===== src/rtl/router_out_arb_pkg.sv =====
// Shared constants and types for the router output-port arbiter: packet header
// field positions, input-direction indices and the output buffer state.
package router_out_arb_pkg;

  localparam int WIDTH_DEF  = 35;
  localparam int NUM_IN_DEF = 4;
  localparam int DEPTH_DEF  = 2;

  // Header fields are 2 bits each, located at pkt[WIDTH-<OFS> +: HDR_FIELD_W]
  localparam int HDR_FIELD_W = 2;
  localparam int HDR_W       = 8;
  localparam int SRC_X_OFS   = 2;
  localparam int SRC_Y_OFS   = 4;
  localparam int DST_X_OFS   = 6;
  localparam int DST_Y_OFS   = 8;

  localparam int DIR_W  = 0;
  localparam int DIR_N  = 1;
  localparam int DIR_S  = 2;
  localparam int DIR_PE = 3;

  typedef enum logic [1:0] {
    BUF_EMPTY   = 2'd0,
    BUF_PARTIAL = 2'd1,
    BUF_FULL    = 2'd2
  } buf_state_e;

  function automatic buf_state_e buf_classify(input int count, input int depth);
    if (count == 0)
      return BUF_EMPTY;
    else if (count >= depth)
      return BUF_FULL;
    else
      return BUF_PARTIAL;
  endfunction

endpackage


===== src/rtl/pkt_fifo.sv =====
// Circular packet buffer with registered head entry; push is ignored when full
// and pop is ignored when empty, so callers may drive them unqualified.
module pkt_fifo
  import router_out_arb_pkg::*;
#(
  parameter int WIDTH = WIDTH_DEF,
  parameter int DEPTH = DEPTH_DEF
) (
  input  logic             clk,
  input  logic             rst,
  input  logic             push_i,
  input  logic [WIDTH-1:0] push_data_i,
  input  logic             pop_i,
  output logic [WIDTH-1:0] head_o,
  output buf_state_e       state_o
);

  localparam int PW = (DEPTH > 1) ? $clog2(DEPTH) : 1;
  localparam int CW = $clog2(DEPTH + 1);
  localparam logic [PW-1:0] LAST_PTR = PW'(DEPTH - 1);
  localparam logic [CW-1:0] FULL_CNT = CW'(DEPTH);

  logic [DEPTH-1:0][WIDTH-1:0] mem_q;
  logic [PW-1:0]               wr_ptr_q, wr_ptr_d;
  logic [PW-1:0]               rd_ptr_q, rd_ptr_d;
  logic [CW-1:0]               count_q, count_d;
  logic                        push_ok, pop_ok;

  assign push_ok = push_i && (count_q != FULL_CNT);
  assign pop_ok  = pop_i && (count_q != '0);

  always_comb begin
    wr_ptr_d = wr_ptr_q;
    rd_ptr_d = rd_ptr_q;
    count_d  = count_q;
    if (push_ok)
      wr_ptr_d = (wr_ptr_q == LAST_PTR) ? '0 : wr_ptr_q + 1'b1;
    if (pop_ok)
      rd_ptr_d = (rd_ptr_q == LAST_PTR) ? '0 : rd_ptr_q + 1'b1;
    unique case ({push_ok, pop_ok})
      2'b10:   count_d = count_q + 1'b1;
      2'b01:   count_d = count_q - 1'b1;
      default: count_d = count_q;
    endcase
  end

  // Storage is cleared on reset so the head reads zero while empty
  always_ff @(posedge clk or posedge rst) begin
    if (rst) begin
      mem_q    <= '0;
      wr_ptr_q <= '0;
      rd_ptr_q <= '0;
      count_q  <= '0;
    end else begin
      if (push_ok)
        mem_q[wr_ptr_q] <= push_data_i;
      wr_ptr_q <= wr_ptr_d;
      rd_ptr_q <= rd_ptr_d;
      count_q  <= count_d;
    end
  end

  assign head_o  = mem_q[rd_ptr_q];
  assign state_o = buf_classify(int'(count_q), DEPTH);

endmodule


===== src/rtl/router_out_arb.sv =====
// Output-port arbiter of a mesh router: round-robin grant among input
// directions into a small packet buffer that feeds the outgoing link.
module router_out_arb
  import router_out_arb_pkg::*;
#(
  parameter int WIDTH  = WIDTH_DEF,
  parameter int NUM_IN = NUM_IN_DEF,
  parameter int DEPTH  = DEPTH_DEF
) (
  input  logic                          clk,
  input  logic                          rst,
  input  logic [NUM_IN-1:0]             in_valid,
  input  logic [NUM_IN-1:0][WIDTH-1:0]  in_data,
  output logic [NUM_IN-1:0]             in_ready,
  output logic                          out_valid,
  output logic [WIDTH-1:0]              out_data,
  input  logic                          out_ready,
  output logic [15:0]                   fwd_count
);

  localparam int PTR_W = (NUM_IN > 1) ? $clog2(NUM_IN) : 1;
  localparam logic [PTR_W-1:0] LAST_IDX = PTR_W'(NUM_IN - 1);

  logic [PTR_W-1:0] rr_ptr_q, rr_ptr_d;
  logic [15:0]      fwd_q, fwd_d;
  logic [PTR_W-1:0] gnt_idx;
  logic [PTR_W-1:0] scan_idx;
  logic             gnt_found;
  logic             buf_full;
  logic             in_xfer;
  logic             out_xfer;
  buf_state_e       buf_state;

  // Scan from rr_ptr upward with wraparound; first active requester wins
  always_comb begin
    gnt_found = 1'b0;
    gnt_idx   = '0;
    scan_idx  = '0;
    for (int k = 0; k < NUM_IN; k++) begin
      scan_idx = PTR_W'((int'(rr_ptr_q) + k) % NUM_IN);
      if (!gnt_found && in_valid[scan_idx]) begin
        gnt_found = 1'b1;
        gnt_idx   = scan_idx;
      end
    end
  end

  // Readiness ignores out_ready: a full buffer never accepts, even if draining
  assign buf_full  = (buf_state == BUF_FULL);
  assign in_ready  = (!rst && !buf_full && gnt_found) ? (NUM_IN'(1) << gnt_idx) : '0;
  assign in_xfer   = |(in_valid & in_ready);
  assign out_valid = (buf_state != BUF_EMPTY);
  assign out_xfer  = out_valid && out_ready;

  always_comb begin
    rr_ptr_d = rr_ptr_q;
    fwd_d    = fwd_q;
    if (in_xfer)
      rr_ptr_d = (gnt_idx == LAST_IDX) ? '0 : gnt_idx + 1'b1;
    if (out_xfer && (fwd_q != 16'hFFFF))
      fwd_d = fwd_q + 16'd1;
  end

  always_ff @(posedge clk or posedge rst) begin
    if (rst) begin
      rr_ptr_q <= '0;
      fwd_q    <= '0;
    end else begin
      rr_ptr_q <= rr_ptr_d;
      fwd_q    <= fwd_d;
    end
  end

  pkt_fifo #(
    .WIDTH (WIDTH),
    .DEPTH (DEPTH)
  ) u_fifo (
    .clk         (clk),
    .rst         (rst),
    .push_i      (in_xfer),
    .push_data_i (in_data[gnt_idx]),
    .pop_i       (out_ready),
    .head_o      (out_data),
    .state_o     (buf_state)
  );

  assign fwd_count = fwd_q;

endmodule


===== config.mk =====
export PLATFORM = sky130hd
export DESIGN_NAME = router_out_arb
export DESIGN_NICKNAME = d
export VERILOG_FILES = /design/src/rtl/router_out_arb_pkg.sv /design/src/rtl/pkt_fifo.sv /design/src/rtl/router_out_arb.sv
export SDC_FILE = /design/constraint.sdc
export NUM_CORES = 1
export LEC_CHECK = 0
export BUFFER_PORTS_ARGS = -buffer_cell sky130_fd_sc_hd__buf_4
export CAP_MARGIN = 20
export CORE_UTILIZATION = 45
export CTS_CLUSTER_DIAMETER = 40
export DETAILED_ROUTE_END_ITERATION = 10
export PLACE_DENSITY = 0.75
export SLEW_MARGIN = 20
export SYNTH_ARGS = -nofsm -noshare
export SYNTH_HDL_FRONTEND = slang
export SYNTH_SLANG_ARGS = --single-unit

===== constraint.sdc =====
create_clock -name clk -period 4.16 [get_ports clk]
set_input_delay 1.248 -clock clk [delete_from_list [all_inputs] [get_ports clk]]
set_output_delay 1.248 -clock clk [all_outputs]
set_load 0.01 [all_outputs]

# ---- Word-level counts from Yosys, hierarchy flattened
# Index checks and enable logic that the tools add are counted.
dict set report totals {
  register_bits 92
  input_bits 147
  out_inout_bits 56
  wordCells 83
}
dict set report op_classes {
  addsub 9
  magnitude_cmp 9
  n_eq_ne 6
  shifts 1
  mux 30
  bitwise_logic 1
  reduce_logical 20
}
# operator count
set op_table {}
lappend op_table {{$mux 35} 4}
lappend op_table {{$bmux 35 s2} 1}
lappend op_table {{$bwmux 70} 1}
lappend op_table {{$demux 35 s1} 1}
lappend op_table {{$add 16x1->16 const B} 1}
lappend op_table {{$ne 16x16->1 const B} 1}
lappend op_table {{$lt 2x3->1 const B} 5}
lappend op_table {{$mux 2} 7}
lappend op_table {{$logic_and 1x1->1} 10}
lappend op_table {{$mux 1} 10}
lappend op_table {{$bmux 1 s2} 4}
lappend op_table {{$add 2x1->2 const B} 3}
lappend op_table {{$eq 2x2->1 const B} 3}
lappend op_table {{$reduce_bool 2->1} 3}
lappend op_table {{$logic_not 1->1} 5}
lappend op_table {{$add 2x2->2 const B} 2}
lappend op_table {{$and 4x4->4} 1}
lappend op_table {{$lt 1x2->1 const B} 2}
lappend op_table {{$mux 4} 1}
lappend op_table {{$pmux 2 s2} 1}
lappend op_table {{$reduce_or 4->1} 1}
lappend op_table {{$shl 1x2->4 const A} 1}
lappend op_table {{$add 1x1->1 const B} 2}
lappend op_table {{$eq 2x1->1 const B} 1}
lappend op_table {{other kinds (5)} 5}

# ---- Logic depth before layout (Yosys ltp)
# Gate-level depths: netlist of run 1.
dict set report logic_depth {
  ltp_word 19
  depth_mapped 13
  depth_no_buf 11
}

# ---- Hierarchy
# A second synthesis of run 1 with hierarchy kept.
dict set report hier_totals {
  hier_cells 417
  area_unflattened_um2 5779.3
}
# mod n_inst cells_per_inst area_per_inst_um2 seq_area_each_um2
set modules_own_cells {}
lappend modules_own_cells {pkt_fifo 1 206 3548.4 1851.8}
lappend modules_own_cells {router_out_arb 1 211 2230.9 450.4}

# ---- Worst setup path after synthesis of run 1
# Ideal clock, no wire load.
dict set report synth_path {
  kind {input to output}
  from {in in_valid[2]}
  to {out in_ready[3]}
  arrival_time_ns 2.502
  required_ns 2.912
  slack_ns 0.410
  cell_stages 7
  path_cell_list {nor2b_1 a221o_2 and2_4 buf_12 buf_6 ha_1 and2_1}
}
dict set report synth_via {
  elab_chain_len 14
  elab_cells_between_ends 25
}
# element line_no
set synth_rtl {}
lappend synth_rtl {{start: declaration} router_out_arb.sv:12} ;# input logic [NUM_IN-1:0] in_valid,
lappend synth_rtl {{$bmux 1 s2} router_out_arb.sv:41} ;# if (!gnt_found && in_valid[scan_idx]) begin
lappend synth_rtl {{$mux 1 (implied by the code)} router_out_arb.sv:41}
lappend synth_rtl {{$mux 1} router_out_arb.sv:41}
lappend synth_rtl {{$logic_not 1->1} router_out_arb.sv:41}
lappend synth_rtl {{$logic_and 1x1->1} router_out_arb.sv:41}
lappend synth_rtl {{$mux 1} router_out_arb.sv:41}
lappend synth_rtl {{$logic_not 1->1} router_out_arb.sv:41}
lappend synth_rtl {{$logic_and 1x1->1} router_out_arb.sv:41}
lappend synth_rtl {{$mux 1} router_out_arb.sv:41}
lappend synth_rtl {{$logic_not 1->1} router_out_arb.sv:41}
lappend synth_rtl {{$logic_and 1x1->1} router_out_arb.sv:41}
lappend synth_rtl {{$mux 2 / $mux 1 (equally long branches)} router_out_arb.sv:41}
lappend synth_rtl {{$shl 1x2->4 / $logic_and 1x1->1 (equally long branches)} router_out_arb.sv:50} ;# assign in_ready = (!rst && !buf_full && gnt_found) ? (NUM_IN'(1) << gnt_idx) : '0;
lappend synth_rtl {{$mux 4 *} router_out_arb.sv:50}
lappend synth_rtl {{end: declaration} router_out_arb.sv:14} ;# output logic [NUM_IN-1:0] in_ready,
# Mark *: on every way between the ends. The rest lies on a longest branch, timed or not. The select of a mux whose other input is x is not followed.

# ---- Final worst setup path of run 1
# Ends and elaborated chain as after synthesis.

==> impl_metrics.tcl, run 1 <==
set metrics [dict create \
    ios 203 \
    vdd_drop_max_mv 0.6147 \
    grt.overflow.total 0 \
    antennaDiodeCount 0 \
    rsz0062_at_grt "no" \
    vias 4286 \
    area_growth_pct 32.80 \
    drc 0 \
    wire_per_inst_um 15.08 \
    syn_nets 642 \
    cts.sinks 92 \
    synth_top_area_share_pct 40.75 \
    die_w_um 114.0 \
    grt_pass1_wl_um 20860 \
    grt_pass1_vias 4395 \
    place_congestion 0.8044 \
    clk_latency_ns 0.34 \
    seq_area_frac_synth_pct 40.75 \
    maxCapViolations 0 \
    async_reset_ff_share_pct 100.0 \
    path_class "primary input to output pin" \
    dr.first_iter.drc_count 117 \
    crit_required_ns 2.91 \
    path_common_cell "buf_4" \
    hold_class "register to register" \
    cp_top_family "simple AND/OR/NAND/NOR gates" \
    period_needed_ns 3.771 \
    cts_tree "built" \
    synth_edf_count 0 \
    cts_htree_levels 3 \
    cpMaxStageDelayCell "a221o_2" \
    synth_area_um2 5649 \
    total_power_mw 4.981 \
    cts_buffers 9 \
    nets 833 \
    worst-path-buf-inv 2 \
    postRouteAntennaNets 0 \
    grt_max_degree 71 \
    viasPerCell 5.007 \
    clock_path_buffers 2 \
    drive_above_1_share_pct 54.94 \
    power_leakage_nw 3.725 \
    synth.distinct_cells 43 \
    initial_utilization_pct 46.64 \
    power_density_nw_per_um2 663.9 \
    synthTopCellsByArea "dfrtp_1 (41%), mux2i_1 (13%), mux2_2 (9.4%)" \
    relSlewSlack_pct 40.92 \
    cp_data_arrival_time_ns 2.52 \
    cts_root_buf "clkbuf_16" \
    synthFlopType "dfrtp_1" \
    critPathLaunchType "primary input" \
    holdBufCountCts 0 \
    first_pass_iters 6 \
    max_freq_mhz 265.2 \
    syn_inst 492 \
    cp_max_fo 5 \
    cp_cell_sequence "buf_4, nor2b_1, a221o_2, and2_4, ha_1, and2_1, buf_4" \
    core_um2 12110 \
    synth_warnings 0 \
    cts_resized 0 \
    final_core_util_pct 61.94 \
    yosysTopAreaCell "dfrtp_1" \
    status "complete, no violations" \
    cts.clk_slew.worst_paths_ns 0.06 \
    wl_um 12910 \
    period_share_pct 90.64 \
    fin_setup_tns_ns 0 \
    hold_viol_final 0 \
    drv_slew 0 \
    ys_seq_elements 92 \
    crit_path_max_incr_delay_ns 0.39 \
    dieHeight_um 114.0 \
    rows 40 \
    skew_ns 0.009262 \
    fillers 988 \
    worstMarginPinSlew_ns 0.8863 \
    grt_util_all_layers_pct 20.31 \
    hpwl_um 9297 \
    worstSetupEndpointType "output pin" \
    synth_area_per_cell_um2 11.48 \
    dieArea_um2 13010 \
    setup_violations 0 \
    portBuffers 202 \
    antenna_found_initial 0 \
    post-cts-setup-buffer-count 0 \
]
==> final cells by class <==
class	instances	area (um^2)	share of cell area (%)
Clock buffer	11	252.7	3.369
Multi-Input combinational cell	365	3072	40.94
Timing Repair Buffer	209	1607	21.41
Inverter	6	25.02	0.3336
Sequential cell	92	2303	30.70
Tap cell	168	210.2	2.802
Clock inverter	5	32.53	0.4336
==> through the flow <==
stage	instances	area [um^2]	hold WS, ns	worst slack, ns
after floorplan	492	5649	0.4457	0.4104
after global placement	840	7216	0.4545	0.4224
after detailed placement	840	7216	0.4612	0.3888
after CTS	856	7501	0.4761	0.3863
after global routing	856	7502	0.4933	0.3238
final	856	7502	0.4736	0.3895
==> state kept, by name (all words and copies together) (netlist names) <==
| name | count |
|---|---|
| rr_ptr_q | 2 |
| u_fifo.mem_q | 70 |
| fwd_count | 16 |
| u_fifo.wr_ptr_q | 1 |
| u_fifo.rd_ptr_q | 1 |
| u_fifo.count_q | 2 |
==> cell usage in the layout (no fill, tap or decap), types with 4 or more instances in the layout <==
cell type,n
buf_4,206
dfrtp_1,91
mux2i_1,71
nand2_1,61
o21ai_2,53
mux2_2,47
mux2_4,23
o21ai_1,18
nand2_2,16
xnor2_1,13
clkbuf_16,9
nor2_1,8
nand3_1,7
xor2_1,7
inv_1,5
nand4_1,4
==> worst reg2reg max path: cells and delay by family (launching register included) <==
kind	cells	cell delay, ns
buffers and inverters	2	1.05
flip-flops	1	0.43
AND/OR/NAND/NOR	2	0.27
multiplexers	2	0.54
AO/OA/AOI/OAI	2	0.34
==> cell usage after synthesis, drive strengths merged (2+ instances only) <==
| library cell | n |
|---|---|
| nor2 | 9 |
| and2 | 3 |
| nand4 | 4 |
| nor3 | 4 |
| clkbuf | 4 |
| mux2 | 72 |
| inv | 6 |
| nand3 | 7 |
| a21oi | 2 |
| nor2b | 3 |
| nor4 | 2 |
| nand2 | 77 |
| or2 | 2 |
| xnor2 | 13 |
| dfrtp | 92 |
| buf | 25 |
| xor2 | 7 |
| nand2b | 2 |
| mux2i | 71 |
| ha | 3 |
| o21ai | 74 |
| and3 | 2 |
==> logic make-up (layout without fill, tap and decap cells) <==
kind of cell             after synthesis  in the layout  share of synthesized area, %
XOR/XNOR                              20             20                         3.101
AND/OR/NAND/NOR                      115            115                         9.568
AO/OA/AOI/OAI                         84             84                         12.49
buffers and inverters                 35            231                         4.961
adder cells (fa/ha/maj)                3              3                        0.6645
multiplexers                         143            143                         28.46
flip-flops                            92             92                         40.75
==> routing by layer <==
layer	global-route usage, %	wire length, um
met1	25.10	5432
met2	36.16	6577
met3	3.719	740
met4	5.801	161
met5	0	0
==> power breakdown <==
| part | switching [mW] | leakage (nW) | total [mW] | internal [mW] |
|---|---|---|---|---|
| Sequential | 0.307 | 1.17 | 1.57 | 1.26 |
| Clock | 0.342 | 0.146 | 0.781 | 0.439 |
| Combinational | 1.24 | 2.41 | 2.63 | 1.39 |
| Total | 1.89 | 3.73 | 4.98 | 3.09 |
==> worst paths after layout <==
path                                        from                 to  slack [ns]  cells past startpoint
worst max-delay path                 in_valid[2]        in_ready[3]        0.39                      7
worst min-delay path            u_fifo.mem_q[68]   u_fifo.mem_q[68]        0.47                      2
worst max register to register       rr_ptr_q[1]   u_fifo.mem_q[63]        1.47                      8
worst min register to register  u_fifo.mem_q[68]   u_fifo.mem_q[68]        0.47                      2
max in group asynchronous                    rst   u_fifo.mem_q[64]        2.47                      3
min in group asynchronous                    rst  u_fifo.count_q[0]        1.06                      2
(Power assumes the default switching activity.)
==> run 2, diff against run 1 <==
--- a/config.mk
+++ b/config.mk
@@ -10,7 +10,7 @@
 export CORE_UTILIZATION = 45
 export CTS_CLUSTER_DIAMETER = 40
 export DETAILED_ROUTE_END_ITERATION = 10
-export PLACE_DENSITY = 0.75
+export PLACE_DENSITY = 0.74
 export SLEW_MARGIN = 20
 export SYNTH_ARGS = -nofsm -noshare
 export SYNTH_HDL_FRONTEND = slang
==> run 2 against run 1 <==
Via count shrank 0.72%. Sequential cell count unchanged. Die area unchanged. Cell area up 0.17%. Clock skew shrank 0.00059 ns. Combinational power barely moved. Sequential share of layout area is 0.051 points lower. Power increased by 0.91%. Fmax about the same.
==> impl_metrics.tcl, run 2 (synthesis gave the netlist of run 1 again) <==
set metrics [dict create \
    status "complete, no violations" \
    power_density_nw_per_um2 668.9 \
    drc 0 \
    grt_max_degree 71 \
    hold_class "register to register" \
    setup_violations 0 \
    crit_required_ns 2.91 \
    cts.sinks 92 \
    fin_setup_tns_ns 0 \
    reg2regPathDepth 8 \
    antennaDiodeCount 0 \
    layout_commonest_cell "buf_4" \
    r2r-start "rr_ptr_q[1]" \
    vias 4255 \
    first_pass_iters 4 \
    holdBufCountCts 0 \
    initial_utilization_pct 46.64 \
    cts_resized 0 \
    layout_common_cells "buf_4 (208), dfrtp_1 (91), mux2i_1 (71)" \
    wire_per_inst_um 14.77 \
    wl_um 12660 \
    cpMaxStageDelayCell "a221o_2" \
    nets 834 \
    grt_pass1_wl_um 20840 \
    max_freq_mhz 265.3 \
    switchingPower_mw 1.898 \
    hpwl_um 9170 \
    clock_path_buffers 2 \
    p_seq_share_pct 31.2 \
    drv_slew 0 \
    cts.clk_slew.worst_paths_ns 0.06 \
    clkPwrFrac_pct 16.4 \
    period_needed_ns 3.769 \
    path_common_cell "buf_4" \
    cp_cell_sequence "buf_4, nor2b_1, a221o_2, and2_4, ha_1, and2_1, buf_4" \
    rows 40 \
    cp_max_fo 5 \
    crit_path_max_incr_delay_ns 0.40 \
    dieArea_um2 13010 \
    cts_tree "built" \
    skew_ns 0.008676 \
    path_class "primary input to output pin" \
    rsz0062_at_grt "no" \
    grt.busiest_layer "met2" \
    postRouteAntennaNets 0 \
    critPathLaunchType "primary input" \
    dieHeight_um 114.0 \
    cp_data_arrival_time_ns 2.52 \
    netSwitchingFraction_pct 37.77 \
    largest-register "u_fifo.mem_q" \
    internal-power_mw 3.128 \
    largest_reg_flops 70 \
    hold_viol_final 0 \
    p_comb_share_pct 52.3 \
    grt_pass1_vias 4336 \
    grt.overflow.total 0 \
    portBuffers 202 \
    clk_latency_ns 0.33 \
    drive_above_1_share_pct 55.01 \
    cts_buffers 9 \
    worst-path-buf-inv 2 \
    post-cts-setup-buffer-count 0 \
    worstSetupEndpointType "output pin" \
    cts_htree_levels 3 \
    period_share_pct 90.61 \
    place_congestion 0.7813 \
    relSlewSlack_pct 38.81 \
    grtUsageMet3_pct 4.198 \
    total_power_mw 5.026 \
    dr.first_iter.drc_count 156 \
    cp_top_family "simple AND/OR/NAND/NOR gates" \
    ios 203 \
    min_to "u_fifo.mem_q[8]" \
    place_area_um2 7211 \
    antenna_found_initial 0 \
    holdPathStages 2 \
    worstHoldStart "u_fifo.mem_q[8]" \
    power_leakage_nw 3.731 \
    timing.rr.end "u_fifo.mem_q[54]" \
    grt_use_met1_pct 25.31 \
    viasPerCell 4.965 \
    cts_root_buf "clkbuf_16" \
    vdd_drop_max_mv 0.4573 \
    maxCapViolations 0 \
    area_growth_pct 33.02 \
    final_cell_area_um2 7515 \
    die_w_um 114.0 \
    core_um2 12110 \
    grt_util_all_layers_pct 19.90 \
    met2_usage_pct 35.43 \
    worstMarginPinSlew_ns 0.9179 \
    reg2reg_slack_ns 1.41 \
]
run 2: cell type report:
| cell class | count | area [um^2] |
|---|---|---|
| Tap cell | 168 | 210.2 |
| Clock buffer | 9 | 225.2 |
| Fill cell | 1043 | 4597 |
| Sequential cell | 92 | 2303 |
| Clock inverter | 7 | 78.83 |
| Inverter | 6 | 23.77 |
| Timing Repair Buffer | 210 | 1602 |
| Multi-Input combinational cell | 365 | 3072 |
run 2: stage by stage:
step | setup slack [ns] | hold WS (ns) | util, % | instances
after detailed placement | 0.3721 | 0.4605 | 59.54 | 841
after global placement | 0.4194 | 0.4545 | 59.54 | 841
after CTS | 0.3889 | 0.4777 | 62.05 | 857
after floorplan | 0.4104 | 0.4457 | - | 492
final | 0.3906 | 0.4734 | 62.05 | 857
after global routing | 0.3562 | 0.4932 | 62.05 | 857
run 2: per-layer routing:
metal | wire [um] | part of all wire, %
met5 | 0 | 0
met4 | 45 | 0.36
met3 | 739 | 5.8
met2 | 6424 | 51
met1 | 5445 | 43
run 2: tightest hold or removal path: stages (launching register included):
cell	delay [ns]
dfrtp_1	0.34
nand2_1	0.06
o21ai_2	0.05
run 2: power by group through the flow:
stage               registers [mW]  logic, mW  clock network [mW]
global route                  1.63       2.86               0.888
global placement              1.56       2.59                   0
floorplan                     1.47       1.99                   0
detailed placement            1.58       2.65                   0
CTS                           1.57       2.67               0.851
finish                        1.57       2.63               0.826
run 2: worst max path at each step:
stage / from / end / cells after the start
2_1_floorplan: in_valid[2] / in_ready[3] / 7
3_3_place_gp: in_valid[2] / in_ready[3] / 7
3_5_place_dp: in_valid[0] / u_fifo.mem_q[54] / 9
4_1_cts: in_valid[2] / in_ready[3] / 7
5_1_grt: in_valid[2] / in_ready[3] / 7
6_report: in_valid[2] / in_ready[3] / 7
==> run 3, diff against run 2 <==
--- a/config.mk
+++ b/config.mk
@@ -7,10 +7,11 @@
 export LEC_CHECK = 0
 export BUFFER_PORTS_ARGS = -buffer_cell sky130_fd_sc_hd__buf_4
 export CAP_MARGIN = 20
-export CORE_UTILIZATION = 45
+export CORE_MARGIN = 2
+export CORE_UTILIZATION = 51
 export CTS_CLUSTER_DIAMETER = 40
 export DETAILED_ROUTE_END_ITERATION = 10
-export PLACE_DENSITY = 0.74
+export PLACE_DENSITY = 0.82
 export SLEW_MARGIN = 20
 export SYNTH_ARGS = -nofsm -noshare
 export SYNTH_HDL_FRONTEND = slang
==> run 3 against run 2 <==
Die area fell by 8.2%. Sequential share of layout area up 0.62 points. Clock skew grew 0.0022 ns. Clock power shrank 32%. First-iteration DRC count decreased by 1.9%. Sequential power hardly changed. Largest power group unchanged.
==> impl_metrics.tcl, run 3 (synthesis gave the netlist of run 1 again) <==
set metrics [dict create \
    status "complete, no violations" \
    drc 0 \
    critPathLaunchType "primary input" \
    viasPerCell 5.229 \
    antenna_found_initial 0 \
    largest_reg_flops 70 \
    period_needed_ns 3.779 \
    clk_latency_ns 0.34 \
    hold_viol_final 0 \
    portBuffers 202 \
    power_density_nw_per_um2 648.9 \
    fin_cells 827 \
    worstSetupEndpointType "output pin" \
    cts_buffers 9 \
    core_um2 10840 \
    clock_path_buffers 2 \
    cp_data_arrival_time_ns 2.53 \
    cts_tree "built" \
    max_freq_mhz 264.6 \
    rsz0062_at_grt "no" \
    ios 203 \
    place_inst 811 \
    crit_path_max_incr_delay_ns 0.39 \
    cts_resized 0 \
    period_share_pct 90.84 \
    initial_utilization_pct 52.11 \
    maxCapViolations 0 \
    final_core_util_pct 67.94 \
    setup_violations 0 \
    grt_max_degree 71 \
    nets 832 \
    cts.clk_slew.worst_paths_ns 0.08 \
    largest-register "u_fifo.mem_q" \
    cp_max_fo 5 \
    path_class "primary input to output pin" \
    place_congestion 0.8163 \
    power_leakage_nw 3.671 \
    dr.first_iter.drc_count 153 \
    grt_util_all_layers_pct 22.10 \
    relSlewSlack_pct 39.73 \
    postRouteAntennaNets 0 \
    layout_commonest_cell "buf_4" \
    cts_root_buf "clkbuf_8" \
    post-cts-setup-buffer-count 0 \
    crit_required_ns 2.91 \
    cpMaxStageDelayCell "a221o_2" \
    holdBufCountCts 0 \
    skew_ns 0.01087 \
    grt_pass1_vias 4422 \
    first_pass_iters 6 \
    antennaDiodeCount 0 \
    wl_um 13000 \
    cts_htree_levels 3 \
    layout_common_cells "buf_4 (204), dfrtp_1 (91), mux2i_1 (71)" \
    dieHeight_um 109.2 \
    reg2reg_slack_ns 1.47 \
    path_common_cell "buf_4" \
    area_growth_pct 30.37 \
    drv_slew 0 \
    vias 4324 \
    grt_pass1_wl_um 20820 \
    worstMarginPinSlew_ns 0.9040 \
    hpwl_um 9260 \
    hold_class "register to register" \
    vdd_drop_max_mv 0.8526 \
    cts.sinks 92 \
    cp_cell_sequence "buf_4, nor2b_1, a221o_2, and2_4, ha_1, and2_1, buf_4" \
    fillers 834 \
    wire_per_inst_um 15.72 \
    die_w_um 109.2 \
    dieArea_um2 11930 \
    fin_setup_tns_ns 0 \
    grt.overflow.total 0 \
    drive_above_1_share_pct 54.88 \
    rows 38 \
]
==> run 3: changes by cell type in the layout (fill, tap and decap cells not counted) <==
cell	before	now
buf_6	0	1
inv_4	0	1
inv_6	5	1
bufinv_16	1	0
buf_12	2	3
buf_4	208	204
clkbuf_16	9	0
clkinv_4	0	1
clkbuf_8	0	11
clkinvlp_4	0	1
==> run 3: worst max-delay path, delay by kind of cell <==
family                   cells  cell delay, ns
adder cells (fa/ha/maj)      1            0.19
AO/OA/AOI/OAI                1            0.39
buffers and inverters        2            0.26
AND/OR/NAND/NOR              3            0.44
==> run 3: per-stage QoR <==
step                setup slack [ns]  cell area [um^2]  hold slack [ns]  power (mW)
CTS                           0.3947              7360           0.4787       4.823
finish                        0.3809              7365           0.4734       4.779
floorplan                     0.4104              5649           0.4457       3.456
global route                  0.2492              7365           0.4998       5.114
detailed placement            0.3968              7173           0.4594       4.249
global placement              0.4266              7173           0.4537       4.140
==> run 3: per-layer routing <==
layer | vias to the layer above | share of wire (%) | global-route usage (%) | wire length, um
li1 | 2121 | - | - | -
met4 | 0 | 1.1 | 5.154 | 146
met1 | 2047 | 41 | 26.67 | 5354
met5 | - | 0 | 0 | 0
met3 | 14 | 6.7 | 4.782 | 876
met2 | 142 | 51 | 40.20 | 6626
==> run 3: final cells by class <==
class	count	area, um^2	area share [%]
Multi-Input combinational cell	365	3072	41.71
Sequential cell	92	2303	31.28
Timing Repair Buffer	208	1603	21.76
Tap cell	140	175.2	2.379
Clock buffer	11	151.4	2.056
Clock inverter	5	35.03	0.4757
Inverter	6	25.02	0.3398
==> run 3: worst paths after layout <==
kind	depth (start not counted)	end	start
max reg2reg	10	u_fifo.count_q[1]	rr_ptr_q[1]
min	2	u_fifo.mem_q[16]	u_fifo.mem_q[16]
min in group asynchronous	2	u_fifo.wr_ptr_q	rst
max	7	in_ready[3]	in_valid[2]
min reg2reg	2	u_fifo.mem_q[16]	u_fifo.mem_q[16]
max in group asynchronous	3	u_fifo.mem_q[46]	rst
==> run 3: power by group <==
part           leakage (nW)  total [mW]  switching (mW)  internal (mW)
combinational          2.41        2.65            1.25           1.39
clock                0.0957       0.562           0.311          0.251
sequential             1.17        1.57           0.310           1.26
total                  3.67        4.78            1.87           2.90
